File: src/rtl/adaptive_demux_if.sv
// Upstream beat, per-channel downstream handshake and status for adaptive_demux.
// The slave modport is the demux side; master is the driver/consumer side.
interface adaptive_demux_if #(
  parameter int DW     = 3,
  parameter int DATA_W = 8
);
  logic              in_valid;
  logic [DATA_W-1:0] in_data;
  logic              in_ready;
  logic [DW-1:0]     chan_en;
  logic [DW-1:0]     out_valid;
  logic [DATA_W-1:0] out_data;
  logic [DW-1:0]     out_ready;
  logic [DW-1:0]     sel_last;
  logic [DW*16-1:0]  chan_cnt;

  modport master (
    output in_valid, in_data, chan_en, out_ready,
    input  in_ready, out_valid, out_data, sel_last, chan_cnt
  );

  modport slave (
    input  in_valid, in_data, chan_en, out_ready,
    output in_ready, out_valid, out_data, sel_last, chan_cnt
  );
endinterface

File: src/rtl/adaptive_demux.sv
// Single-buffer demux that steers each beat to one enabled channel (round-robin or sticky).
// Define ADAPTIVE_DEMUX_CNT_EN to build the per-channel 16-bit accepted-beat counters.
module adaptive_demux #(
  parameter int DW     = 3,
  parameter int DATA_W = 8,
  parameter int MODE   = 0
) (
  input logic             clk,
  input logic             rst,
  adaptive_demux_if.slave bus
);

  typedef enum logic {EMPTY = 1'b0, FULL = 1'b1} state_e;

  state_e            state_q;
  logic [DATA_W-1:0] buf_data_q;
  logic [DW-1:0]     buf_sel_q;
  logic [DW-1:0]     sel_last_q;

  logic          drain;
  logic          xfer;
  logic [DW-1:0] tgt_d;
  logic [DW-1:0] rr_sel;
  logic [DW-1:0] low_sel;
  logic          rr_found;
  logic          low_found;
  int            last_idx;

  assign bus.out_valid = (state_q == FULL) ? buf_sel_q : '0;
  assign bus.out_data  = buf_data_q;
  assign bus.sel_last  = sel_last_q;

  assign drain        = (state_q == FULL) && (|(bus.out_valid & bus.out_ready));
  assign bus.in_ready = ((state_q == EMPTY) || drain) && (|bus.chan_en);
  assign xfer         = bus.in_valid && bus.in_ready;

  // Target channel: lowest enabled after reset, otherwise the next enabled one
  // after sel_last with wrap (sticky mode keeps sel_last while it stays enabled).
  always_comb begin
    // NOTE: every variable gets a default first so no path can infer a latch.
    last_idx  = 0;
    low_sel   = '0;
    low_found = 1'b0;
    rr_sel    = '0;
    rr_found  = 1'b0;
    tgt_d     = '0;
    for (int i = 0; i < DW; i++) begin
      if (sel_last_q[i]) last_idx = i;
      if (!low_found && bus.chan_en[i]) begin
        low_sel[i] = 1'b1;
        low_found  = 1'b1;
      end
    end
    for (int k = 1; k <= DW; k++) begin
      if (!rr_found && bus.chan_en[(last_idx + k) % DW]) begin
        rr_sel[(last_idx + k) % DW] = 1'b1;
        rr_found                    = 1'b1;
      end
    end
    if (sel_last_q == '0)                                tgt_d = low_sel;
    else if ((MODE == 1) && (|(sel_last_q & bus.chan_en))) tgt_d = sel_last_q;
    else                                                 tgt_d = rr_sel;
  end

  // NOTE: sequential state uses non-blocking assignments so all registers
  // update together from the pre-edge values.
  always_ff @(posedge clk or posedge rst) begin
    if (rst) begin
      state_q    <= EMPTY;
      buf_data_q <= '0;
      buf_sel_q  <= '0;
      sel_last_q <= '0;
    end else if (xfer) begin
      state_q    <= FULL;
      buf_data_q <= bus.in_data;
      buf_sel_q  <= tgt_d;
      sel_last_q <= tgt_d;
    end else if (drain) begin
      state_q <= EMPTY;
    end
  end

`ifdef ADAPTIVE_DEMUX_CNT_EN
  logic [DW-1:0][15:0] cnt_q;

  always_ff @(posedge clk or posedge rst) begin
    if (rst) begin
      cnt_q <= '0;
    end else if (xfer) begin
      for (int i = 0; i < DW; i++) begin
        if (tgt_d[i]) cnt_q[i] <= cnt_q[i] + 16'd1;
      end
    end
  end

  assign bus.chan_cnt = cnt_q;
`else
  assign bus.chan_cnt = '0;
`endif

endmodule

File: src/flat_wrapper.sv
// flat-port wrapper written by rule: the top's interface ports become plain ports
module adaptive_demux_flat 
#(
  parameter int DW     = 3,
  parameter int DATA_W = 8,
  parameter int MODE   = 0
)
  (clk, rst, bus_in_valid, bus_in_data, bus_chan_en, bus_out_ready, bus_in_ready, bus_out_valid, bus_out_data, bus_sel_last, bus_chan_cnt);
  adaptive_demux_if #(.DW(DW), .DATA_W(DATA_W)) bus_i ();
  input logic clk;
  input logic rst;
  input wire logic [$bits(bus_i.in_valid)-1:0] bus_in_valid;
  input wire logic [$bits(bus_i.in_data)-1:0] bus_in_data;
  input wire logic [$bits(bus_i.chan_en)-1:0] bus_chan_en;
  input wire logic [$bits(bus_i.out_ready)-1:0] bus_out_ready;
  output wire logic [$bits(bus_i.in_ready)-1:0] bus_in_ready;
  output wire logic [$bits(bus_i.out_valid)-1:0] bus_out_valid;
  output wire logic [$bits(bus_i.out_data)-1:0] bus_out_data;
  output wire logic [$bits(bus_i.sel_last)-1:0] bus_sel_last;
  output wire logic [$bits(bus_i.chan_cnt)-1:0] bus_chan_cnt;
  assign bus_i.in_valid = bus_in_valid;
  assign bus_i.in_data = bus_in_data;
  assign bus_i.chan_en = bus_chan_en;
  assign bus_i.out_ready = bus_out_ready;
  assign bus_in_ready = bus_i.in_ready;
  assign bus_out_valid = bus_i.out_valid;
  assign bus_out_data = bus_i.out_data;
  assign bus_sel_last = bus_i.sel_last;
  assign bus_chan_cnt = bus_i.chan_cnt;
  adaptive_demux #(.DW(DW), .DATA_W(DATA_W), .MODE(MODE)) u_core (.clk(clk), .rst(rst), .bus(bus_i));
endmodule
File: config.mk
export PLATFORM = sky130hd
export DESIGN_NAME = adaptive_demux_flat
export DESIGN_NICKNAME = d
export VERILOG_FILES = /design/src/rtl/adaptive_demux_if.sv /design/src/rtl/adaptive_demux.sv /design/src/flat_wrapper.sv
export SDC_FILE = /design/constraint.sdc
export NUM_CORES = 1
export LEC_CHECK = 0
export CAP_MARGIN = 20
export CORE_MARGIN = 2
export CORE_UTILIZATION = 29
export CTS_CLUSTER_DIAMETER = 200
export DETAILED_ROUTE_END_ITERATION = 8
export PLACE_DENSITY = 0.85
export SLEW_MARGIN = 20
export SYNTH_ARGS = -nofsm -noshare
export SYNTH_HDL_FRONTEND = slang
export SYNTH_SLANG_ARGS = --single-unit
File: constraint.sdc
create_clock -name clk -period 1.3 [get_ports clk]
set_input_delay 0.26 -clock clk [delete_from_list [all_inputs] [get_ports clk]]
set_output_delay 0.26 -clock clk [all_outputs]
set_load 0.005 [all_outputs]
==> Yosys cells after proc, flatten, opt, wreduce, memory -nomap -nowiden <==
Cells that the tools add are included.
{ "word_totals": {"reg_bits": 12, "in_bits": 17, "word_cells": 68} }
{ "classes": {"addsub": 3, "bitwise_logic": 4, "n_div": 3, "order_cmp": 6, "mux": 30, "n_reduce_logical": 19} }
{ "ops": {"columns": ["op", "count"], "rows": [
  ["32-bit by 1-bit >= comparator with 1-bit output (second input constant)", 3],
  ["32-bit by 4-bit < comparator with 1-bit output (second input constant)", 3],
  ["32-bit by 3-bit modulo with 32-bit output (second input constant)", 3],
  ["32-bit by 3-bit adder with 32-bit output (second input constant)", 2],
  ["32-bit by 2-bit adder with 32-bit output (second input constant)", 1],
  ["32-bit 2-to-1 mux", 1],
  ["1-bit 2-to-1 mux", 18],
  ["3-bit 2-to-1 mux", 5],
  ["1-bit logical AND", 10],
  ["1-bit binary-select mux with 2-bit select", 3],
  ["1-bit demux with 2-bit select", 3],
  ["3-bit OR", 2],
  ["3-bit OR reduction", 2],
  ["1-bit logical NOT", 4],
  ["3-bit bitwise AND", 1],
  ["3-bit logical NOT", 1],
  ["2-bit nonzero test", 1],
  ["1-bit logical OR", 1],
  ["1-bit NOT", 1]
]} }

==> Longest topological paths before layout <==
{ "logic_depth": {"word_depth": 15, "ltp_mapped": 5, "mapped_depth_nobuf": 4} }

==> Worst setup path after synthesis <==
No wires, ideal clock.
{ "synth_path": {"kind": "reg-to-reg", "startpoint": "register u_core.buf_sel_q[1]", "endpoint": "register u_core.buf_data_q[1], in the netlist u_core.bus.out_data[1]", "setup_slack_ns": -0.044, "required_time_ns": 1.175, "stages_incl_launch_ff": 5, "arrival_ns": 1.218, "path_buffers": 1, "cell_sequence": "dfrtp_1 > nand2_1 > a31oi_2 > buf_6 > mux2_4"} }
{ "synth_between": {"elab_chain_cells": 7} }
{ "synth_rtl": {"columns": ["element", "line_no", "source"], "rows": [
  ["from (decl)", "adaptive_demux.sv:17", "logic [DW-1:0] buf_sel_q;"],
  ["from (signal assigned)", "adaptive_demux.sv:76", "buf_sel_q <= tgt_d;"],
  ["3-bit 2-to-1 mux", "adaptive_demux.sv:29", "assign bus.out_valid = (state_q == FULL) ? buf_sel_q : '0;"],
  ["3-bit bitwise AND", "adaptive_demux.sv:33", "assign drain = (state_q == FULL) && (|(bus.out_valid & bus.out_ready));"],
  ["3-bit OR reduction", "adaptive_demux.sv:33", null],
  ["1-bit logical AND", "adaptive_demux.sv:33", null],
  ["1-bit logical OR", "adaptive_demux.sv:34", "assign bus.in_ready = ((state_q == EMPTY) || drain) && (|bus.chan_en);"],
  ["1-bit logical AND", "adaptive_demux.sv:34", null],
  ["1-bit logical AND", "adaptive_demux.sv:35", "assign xfer = bus.in_valid && bus.in_ready;"],
  ["to (signal assigned)", "adaptive_demux.sv:75", "buf_data_q <= bus.in_data;"],
  ["to (decl)", "adaptive_demux.sv:16", "logic [DATA_W-1:0] buf_data_q;"]
]} }
Every way passes these cells.
A chain may end at the register's enable or synchronous reset.

==> Worst setup path after layout <==
{ "layout_path": {"startpoint": "register u_core.buf_sel_q[0]", "endpoint": "output bus_in_ready"} }
{ "layout_between": {"elab_chain_cells": 6} }
{ "layout_rtl": {"columns": ["element", "line_no", "source"], "rows": [
  ["3-bit 2-to-1 mux", "adaptive_demux.sv:29", null],
  ["3-bit bitwise AND", "adaptive_demux.sv:33", null],
  ["3-bit OR reduction", "adaptive_demux.sv:33", null],
  ["1-bit logical AND", "adaptive_demux.sv:33", null],
  ["1-bit logical OR", "adaptive_demux.sv:34", null],
  ["1-bit logical AND", "adaptive_demux.sv:34", null],
  ["to (decl)", "flat_wrapper.sv:16", "output wire logic [$bits(bus_i.in_ready)-1:0] bus_in_ready;"]
]} }
Every way passes these cells.

==> flow_summary.yaml <==
run_status:
  status: "complete, but fails checks"
  violations: "negative setup slack"
detailed_routing:
  remaining_drc_errors: 0
  vias_per_cell: 3.70
  dr.pass1.iters: 4
  wire_per_inst_um: 10.8
  vias: 729
  totalWireLength_um: 2120
  drt_iter0_drc: 6
  ant_nets: 0
global_route:
  busiest_layer: "met2"
  antenna_found_initial: 0
  grt_usage_pct: 9.87
  grt-ovfl-total: 0
  grt_pass1_vias: 648
  grt_util_met3_pct: 2.54
  grt_max_degree: 13
  use_met2_pct: 17.8
  grt_pass1_wl_um: 3040
  met1_usage_pct: 10.6
final_layout:
  multiInputGateArea_um2: 543
  nets: 169
  num-fill-cells: 328
  fin_cells: 197
  fin_area_um2: 1460
  diodes: 0
  syn_to_final_growth_pct: 48.9
  regArea_um2: 302
  layout-drive-gt1-share_pct: 36.4
die:
  fp.dieW_um: 62.2
  die_area_um2: 3860
  initial_core_util_pct: 29.9
  num_rows: 21
  io_pins: 80
  die_h_um: 62.2
  coreArea_um2: 3280
logic_synthesis:
  yosysSeqAreaShare_pct: 30.6
  synth-main-ff-cell: "dfrtp_1"
  synth.avg_cell_area_um2: 10.2
  yosysUniqueCellTypes: 25
  yosysTopAreaCellShare_pct: 36.7
  synthTopCellsByArea: "buf_4 37%, dfrtp_1 31%, mux2_4 11%, o31ai_4 2.2%, and2_1 1.9%"
  ys_warn_count: 0
  synth_top_area_cell: "buf_4"
  syn_inst: 96
  synthArstFlopShare_pct: 100
  yosys-top-cells-count: "48 x buf_4, 12 x dfrtp_1, 7 x mux2_4, 3 x and2_1, 3 x inv_1"
  ys_ff_latch: 12
  synth-edff-count: 0
  syn-cell-area_um2: 981
  yosysMostFrequentCell: "buf_4"
sta:
  maxSlewViolCount: 0
  setup_tns_ns: -2.22
  setup_viol: 15
  fmax_ghz: 0.657
  rsz0062_at_grt: "yes"
  setup_slack_ns: -0.223
  hold_viol_final: 0
  finalCritPeriodShare_pct: 117
  min_period_ns: 1.52
  clock_skew_ns: 0.000808
worst_setup_path:
  r2r_cells: 7
  crit_path_start_kind: "register"
  cpMaxStageDelayCell: "dfrtp_1"
  worstReg2RegEnd: "u_core.buf_sel_q[0]$_DFFE_PP0P_"
  critical_path.top_delay_family: "flip-flops"
  cp_data_arrival_time_ns: 1.26
  worstPathCellList: "a22oi_2 -> nand3_2 -> o31a_2 -> buf_2"
  slowest_delay_ns: 0.41
  critical_path_peak_fanout: 2
  crit_buf_inv: 1
  r2r_start: "u_core.buf_sel_q[0]$_DFFE_PP0P_"
  crit_type: "reg2out"
  r2r_setup_slack_ns: -0.19
  worst_ep_required_time_ns: 1.04
  crit_path_end_kind: "primary output"
clock_tree:
  cts_tree: "built"
  cts_buffers: 3
  cts.sinks: 12
  hold_buffers: 0
  clk_path_buf_depth: 2
  clk_pin_slew_worst_paths_ns: 0.07
  cts_max_level: 1
  root_buffer: "clkbuf_4"
  clkLatencyLatePin_ns: 0.26
placement:
  dp_hpwl_um: 1410
  place_area_um2: 1250
  placedCellCount: 182
  gp_congestion: 0.745
  port-buffer-count: 31
pwr:
  peakVddDrop_uv: 442
  total_leakage_power_uw: 0.000750
  cellPowerDensity_nw_per_um2: 1770
min_path:
  hp-class: "in2async"
flow_run:
  max_cap_viol_count: 0
power breakdown:
| part | switching, uW | internal, uW |
|---|---|---|
| combinational | 634 | 998 |
| sequential | 118 | 548 |
| clock | 117 | 170 |
sequential cells by signal, summed over array words and instances (netlist names):
signal / flops
u_core.buf_sel_q: 3
u_core.bus.out_data: 8
u_core.state_q: 1
worst max-delay path by stage:
| stage | slack (ns) | end | startpoint | cells after the start |
|---|---|---|---|---|
| floorplan | 0.0002 | u_core.bus.out_data[1]$_DFFE_PP0P_ | u_core.buf_sel_q[2]$_DFFE_PP0P_ | 4 |
| global placement | -0.65 | bus_in_ready | bus_out_ready[0] | 5 |
| detailed placement | -0.64 | bus_in_ready | bus_out_ready[0] | 5 |
| CTS | -0.20 | bus_in_ready | u_core.buf_sel_q[0]$_DFFE_PP0P_ | 4 |
| global route | -0.27 | bus_in_ready | u_core.buf_sel_q[0]$_DFFE_PP0P_ | 4 |
| finish | -0.22 | bus_in_ready | u_core.buf_sel_q[0]$_DFFE_PP0P_ | 4 |
cells by family after synthesis:
group	Yosys count	share of synthesized area, %
AOI/OAI and AO/OA	14	13.0
buffers and inverters	52	39.0
DFF	12	30.6
muxes	8	11.9
other	1	0.382
and+or+nand+nor	9	5.10
worst register-to-register path, cell delays in order, from the launching register on:
cell and delay, ns:
dfrtp_1 0.41, a22oi_2 0.23, buf_4 0.16, a31oi_4 0.11, clkbuf_16 0.18, buf_8 0.12, o311ai_4 0.07, o21ai_1 0.09
metrics by stage:
step | total power, uW | hold slack (ns) | setup slack (ns) | util [%]
after global routing | 2740 | 0.331 | -0.271 | 44.5
after global placement | 1870 | 0.488 | -0.646 | 38.1
after floorplan | 1270 | 0.125 | 0.000176 | -
final | 2580 | 0.291 | -0.223 | 44.5
after detailed placement | 1910 | 0.496 | -0.636 | 38.1
after CTS | 2290 | 0.304 | -0.201 | 41.0
cells in the final DEF (no fill, tap or decap):
master / n
conb_1: 48
buf_4: 14
dlygate4sd2_1: 12
dfrtp_1: 11
clkdlybuf4s50_1: 9
mux2_4: 8
buf_6: 8
clkbuf_4: 3
dlymetal6s2s_1: 3
a31oi_4: 2
and2_4: 2
inv_1: 2
a21oi_1: 2
buf_2: 2
clkbuf_2: 2
a22oi_2: 1
nand2_2: 1
o31ai_4: 1
nand3_2: 1
nand2_1: 1
o31a_2: 1
and2_1: 1
inv_4: 1
o2111a_1: 1
o2111ai_1: 1
o21a_1: 1
nor2_1: 1
o311ai_4: 1
o21ai_1: 1
or2b_1: 1
nand3b_1: 1
o21ai_2: 1
a41oi_2: 1
clkbuf_8: 1
clkbuf_16: 1
buf_12: 1
buf_8: 1
dfrtp_2: 1
what timing repair did:
item / CTS / global route
pin swaps: 5 / 4
endpoints found under the hold margin: 0 / 0
gates resized for setup: 46 / 22
cloned: 0 / 1
endpoints found under the setup margin: 24 / 17
setup buffers: 8 / 3
layout make-up:
| cell class | count | area share, % |
|---|---|---|
| Inverter | 3 | 0.943 |
| Multi-Input combinational cell | 79 | 37.2 |
| Timing Repair Buffer | 53 | 34.8 |
| Tap cell | 46 | 3.94 |
| Sequential cell | 12 | 20.7 |
| Clock buffer | 4 | 2.49 |
layer usage:
layer | wire length [um] | up-vias
li1 | - | 337
met1 | 713 | 345
met2 | 1220 | 45
met3 | 174 | 2
met4 | 15 | 0
met5 | 0 | -
No activity file was read; power rests on OpenSTA's default activity.
==> edit 1 (same settings) <==
Build with the macro `ADAPTIVE_DEMUX_CNT_EN` defined.
--- a/src/rtl/adaptive_demux.sv
+++ b/src/rtl/adaptive_demux.sv
@@ -1,5 +1,7 @@
 // Single-buffer demux that steers each beat to one enabled channel (round-robin or sticky).
 // Define ADAPTIVE_DEMUX_CNT_EN to build the per-channel 16-bit accepted-beat counters.
+`define ADAPTIVE_DEMUX_CNT_EN
+
 module adaptive_demux #(
   parameter int DW     = 3,
   parameter int DATA_W = 8,
Function: changed (a bounded check fails within 4 cycles, from zero or initial values and one cycle with rst high).
==> edit 1 against the unedited design <==
  * The run still ends with negative setup slack left
  * Non-clock buffer count rose by 152
  * Final area grew to 3.6 times the old value
  * Sequential cell count rose by 48
  * Critical path type is now flop to flop
  * First-iteration DRC count grew to 8.5 times the old value
  * Synthesized area grew to 2.8 times the old value
  * Worst setup slack got worse by 0.24 ns
  * Power increased to 2.9 times the old value
  * Routed wire length rose to 4.3 times the old value
==> edit 1: results <==
{
  "post_cts.resized_instances": 257,
  "xor_xnor_share_of_the_synthesized_area_pct": 14.4,
  "placedCellCount": 489,
  "timing.setup.tns_ns": -22.67,
  "switching_share_pct": 32.2,
  "setup_viol": 70,
  "synth.top_cells.by_area": "sky130_fd_sc_hd__dfrtp_1 55%, sky130_fd_sc_hd__xnor2_1 10%, sky130_fd_sc_hd__mux2_2 4.5%",
  "cts_made_buffers": 9,
  "nFlopsAndLatches": 60,
  "critPathMaxStageDelay_ns": 0.48,
  "crit_path_max_fanout": 8,
  "final_util_pct": 57.0,
  "grt_pass1_vias": 2968,
  "failed_checks": "negative setup slack",
  "nonClockInverterCount": 10,
  "final_critical_path_setup_slack_ns": -0.459,
  "area_of_all_sequential_standard_cells_um2": 1510,
  "nFillCells": 776,
  "first_pass_grt_wire_length_um": 14200,
  "port_buffers": 79,
  "run_status": "complete, but fails checks",
  "seq_area_frac_synth_pct": 54.8,
  "synthToLayoutAreaGrowth_pct": 91.4,
  "static-leakage-power_nw": 2.67,
  "area_share_nonclk_buffers_pct": 35.3,
  "gp_weighted_congestion": 0.785
}
## edit 1: metal layers
| metal | global-route usage (%) | up-vias | routed length (um) |
|---|---|---|---|
| li1 | - | 1236 | - |
| met1 | 19.3 | 1304 | 3590 |
| met2 | 33.6 | 84 | 4990 |
| met3 | 5.94 | 21 | 423 |
| met4 | 5.41 | 0 | 184 |
| met5 | 0 | - | 0 |
## edit 1: power by group through the flow
stage                     Combinational [W]  Sequential, W  Clock [W]
after floorplan                    0.000924        0.00263          0
after global placement              0.00263        0.00253          0
after CTS                           0.00333        0.00251    0.00140
after global routing                0.00400        0.00258    0.00149
after detailed placement            0.00270        0.00256          0
final                               0.00373        0.00255    0.00134
## edit 1: critical path, delay by kind of cell, from the launching register on
family	cells	cell delay [ns]
simple gates	4	0.72
flops	1	0.48
buf+inv	2	0.33
xor+xnor	1	0.14
==> edit 2 (same settings) <==
Made on the original files. `DATA_W` is set to 8 in 3 places; all go to 12.
--- a/src/rtl/adaptive_demux_if.sv
+++ b/src/rtl/adaptive_demux_if.sv
@@ -2,7 +2,7 @@
 // The slave modport is the demux side; master is the driver/consumer side.
 interface adaptive_demux_if #(
   parameter int DW     = 3,
-  parameter int DATA_W = 8
+  parameter int DATA_W = 12
 );
   logic              in_valid;
   logic [DATA_W-1:0] in_data;
--- a/src/rtl/adaptive_demux.sv
+++ b/src/rtl/adaptive_demux.sv
@@ -2,7 +2,7 @@
 // Define ADAPTIVE_DEMUX_CNT_EN to build the per-channel 16-bit accepted-beat counters.
 module adaptive_demux #(
   parameter int DW     = 3,
-  parameter int DATA_W = 8,
+  parameter int DATA_W = 12,
   parameter int MODE   = 0
 ) (
   input logic             clk,
--- a/src/flat_wrapper.sv
+++ b/src/flat_wrapper.sv
@@ -2,7 +2,7 @@
 module adaptive_demux_flat 
 #(
   parameter int DW     = 3,
-  parameter int DATA_W = 8,
+  parameter int DATA_W = 12,
   parameter int MODE   = 0
 )
   (clk, rst, bus_in_valid, bus_in_data, bus_chan_en, bus_out_ready, bus_in_ready, bus_out_valid, bus_out_data, bus_sel_last, bus_chan_cnt);
Ports: changed (resized bus_in_data and bus_out_data); port bits go from 80 to 88. The function was not compared with the original's and may differ.
==> edit 2 against the unedited design <==
  * The run still ends with negative setup slack left
  * Power is 17% higher
  * Register-to-register slack improved by 0.04 ns
  * Synthesized area is 17% higher
  * Final area grew 14%
  * Routed wire length up 14%
  * Hold slack better by 0.024 ns
  * Final cell count rose by 11%
  * Non-clock buffer count grew 11
  * Worst setup slack improved by 0.012 ns
  * Sequential cell count rose by 4
  * Clock power up 50%
  * Critical path type unchanged
  * Largest cell class is now non-clock buffers
  * Highest routed layer unchanged
==> edit 2: results <==
{
  "detailroute.via_count": 838,
  "timing.clock.skew_ns": 0.00517,
  "failed_checks": "negative setup slack",
  "cts-root-buf": "sky130_fd_sc_hd__clkbuf_8",
  "seq-cell-share_pct": 24.2,
  "nets_finish": 192,
  "place_area_um2": 1510,
  "drt-initial-drc-count": 22,
  "postCtsSetupBuffers": 10,
  "stdcell_count": 218,
  "hpwl_after_dpl_um": 1780,
  "area_share_nonclk_buffers_pct": 35.1,
  "non_clock_buffer_count": 64,
  "postLayoutCellArea_um2": 1670,
  "comb.multi_input.count": 83,
  "gp_weighted_congestion": 0.807,
  "final_critical_path_setup_slack_ns": -0.210,
  "grt_max_degree": 17,
  "synth.top_cells.by_area": "sky130_fd_sc_hd__dfrtp_1 35%, sky130_fd_sc_hd__buf_4 32%, sky130_fd_sc_hd__mux2_4 9.2%",
  "floorplan.core_area_um2": 3720,
  "run_status": "complete, but fails checks",
  "dpl_worst_slack_ns": -0.568,
  "yosys-top-cells-count": "48 x sky130_fd_sc_hd__buf_4, 16 x sky130_fd_sc_hd__dfrtp_1, 7 x sky130_fd_sc_hd__mux2_4",
  "routedWlPerCell_um": 11.1,
  "port_buffers": 39,
  "crit_slowest_cell": "sky130_fd_sc_hd__dfrtp_2",
  "grt_pass1_vias": 750,
  "area_dominant_class": "non-clock buffers",
  "setup_viol": 19,
  "static-leakage-power_nw": 0.851,
  "worst_hold_slack_ns": 0.316,
  "grt_util_all_layers_pct": 9.94
}
==> edit 2: changes by cell type in the layout (fill, tap and decap cells not counted), moves of 2 or more <==
cell,before,now
sky130_fd_sc_hd__buf_6,8,14
sky130_fd_sc_hd__clkbuf_4,3,0
sky130_fd_sc_hd__clkbuf_8,1,4
sky130_fd_sc_hd__clkdlybuf4s50_1,9,13
sky130_fd_sc_hd__dfrtp_1,11,14
sky130_fd_sc_hd__dlygate4sd2_1,12,17
sky130_fd_sc_hd__inv_2,0,2
sky130_fd_sc_hd__mux2_2,0,4
==> edit 2: metal layers <==
| metal | vias to the layer above | global-route usage [%] | share of wire, % |
|---|---|---|---|
| met5 | - | 0 | 0 |
| met4 | 0 | 5.36 | 1.4 |
| met3 | 2 | 2.03 | 12 |
| met2 | 56 | 18.1 | 50 |
| met1 | 392 | 10.6 | 37 |
| li1 | 388 | - | - |
==> edit 2: power by group <==
group,switching (W),leakage [nW],internal (W)
clock network,0.000162,0.0288,0.000269
registers,0.000126,0.185,0.000734
logic,0.000628,0.637,0.00109
==> edit 2: cell families (layout without fill, tap and decap cells) <==
group                  count (synthesis)  count (layout)  share of synthesized area [%]
AOI/OAI and AO/OA                     14              14                           11.8
muxes                                 12              12                           14.1
and+or+nand+nor                        9               9                           4.49
DFF                                   16              16                           35.0
buffers and inverters                 52              71                           34.2
other                                  1              48                          0.328
==> edit 2: path summary, 6_finish.rpt <==
check                                            start                 endpoint  cells after the start
worst max-delay path               u_core.buf_sel_q[1]             bus_in_ready                      4
worst min-delay path                               rst  u_core.bus.out_data[11]                      3
worst max register to register     u_core.buf_sel_q[1]   u_core.bus.out_data[9]                      5
worst min register to register  u_core.bus.out_data[0]   u_core.bus.out_data[0]                      1
max in group asynchronous                          rst      u_core.buf_sel_q[2]                      3
min in group clk                          bus_in_valid           u_core.state_q                      3
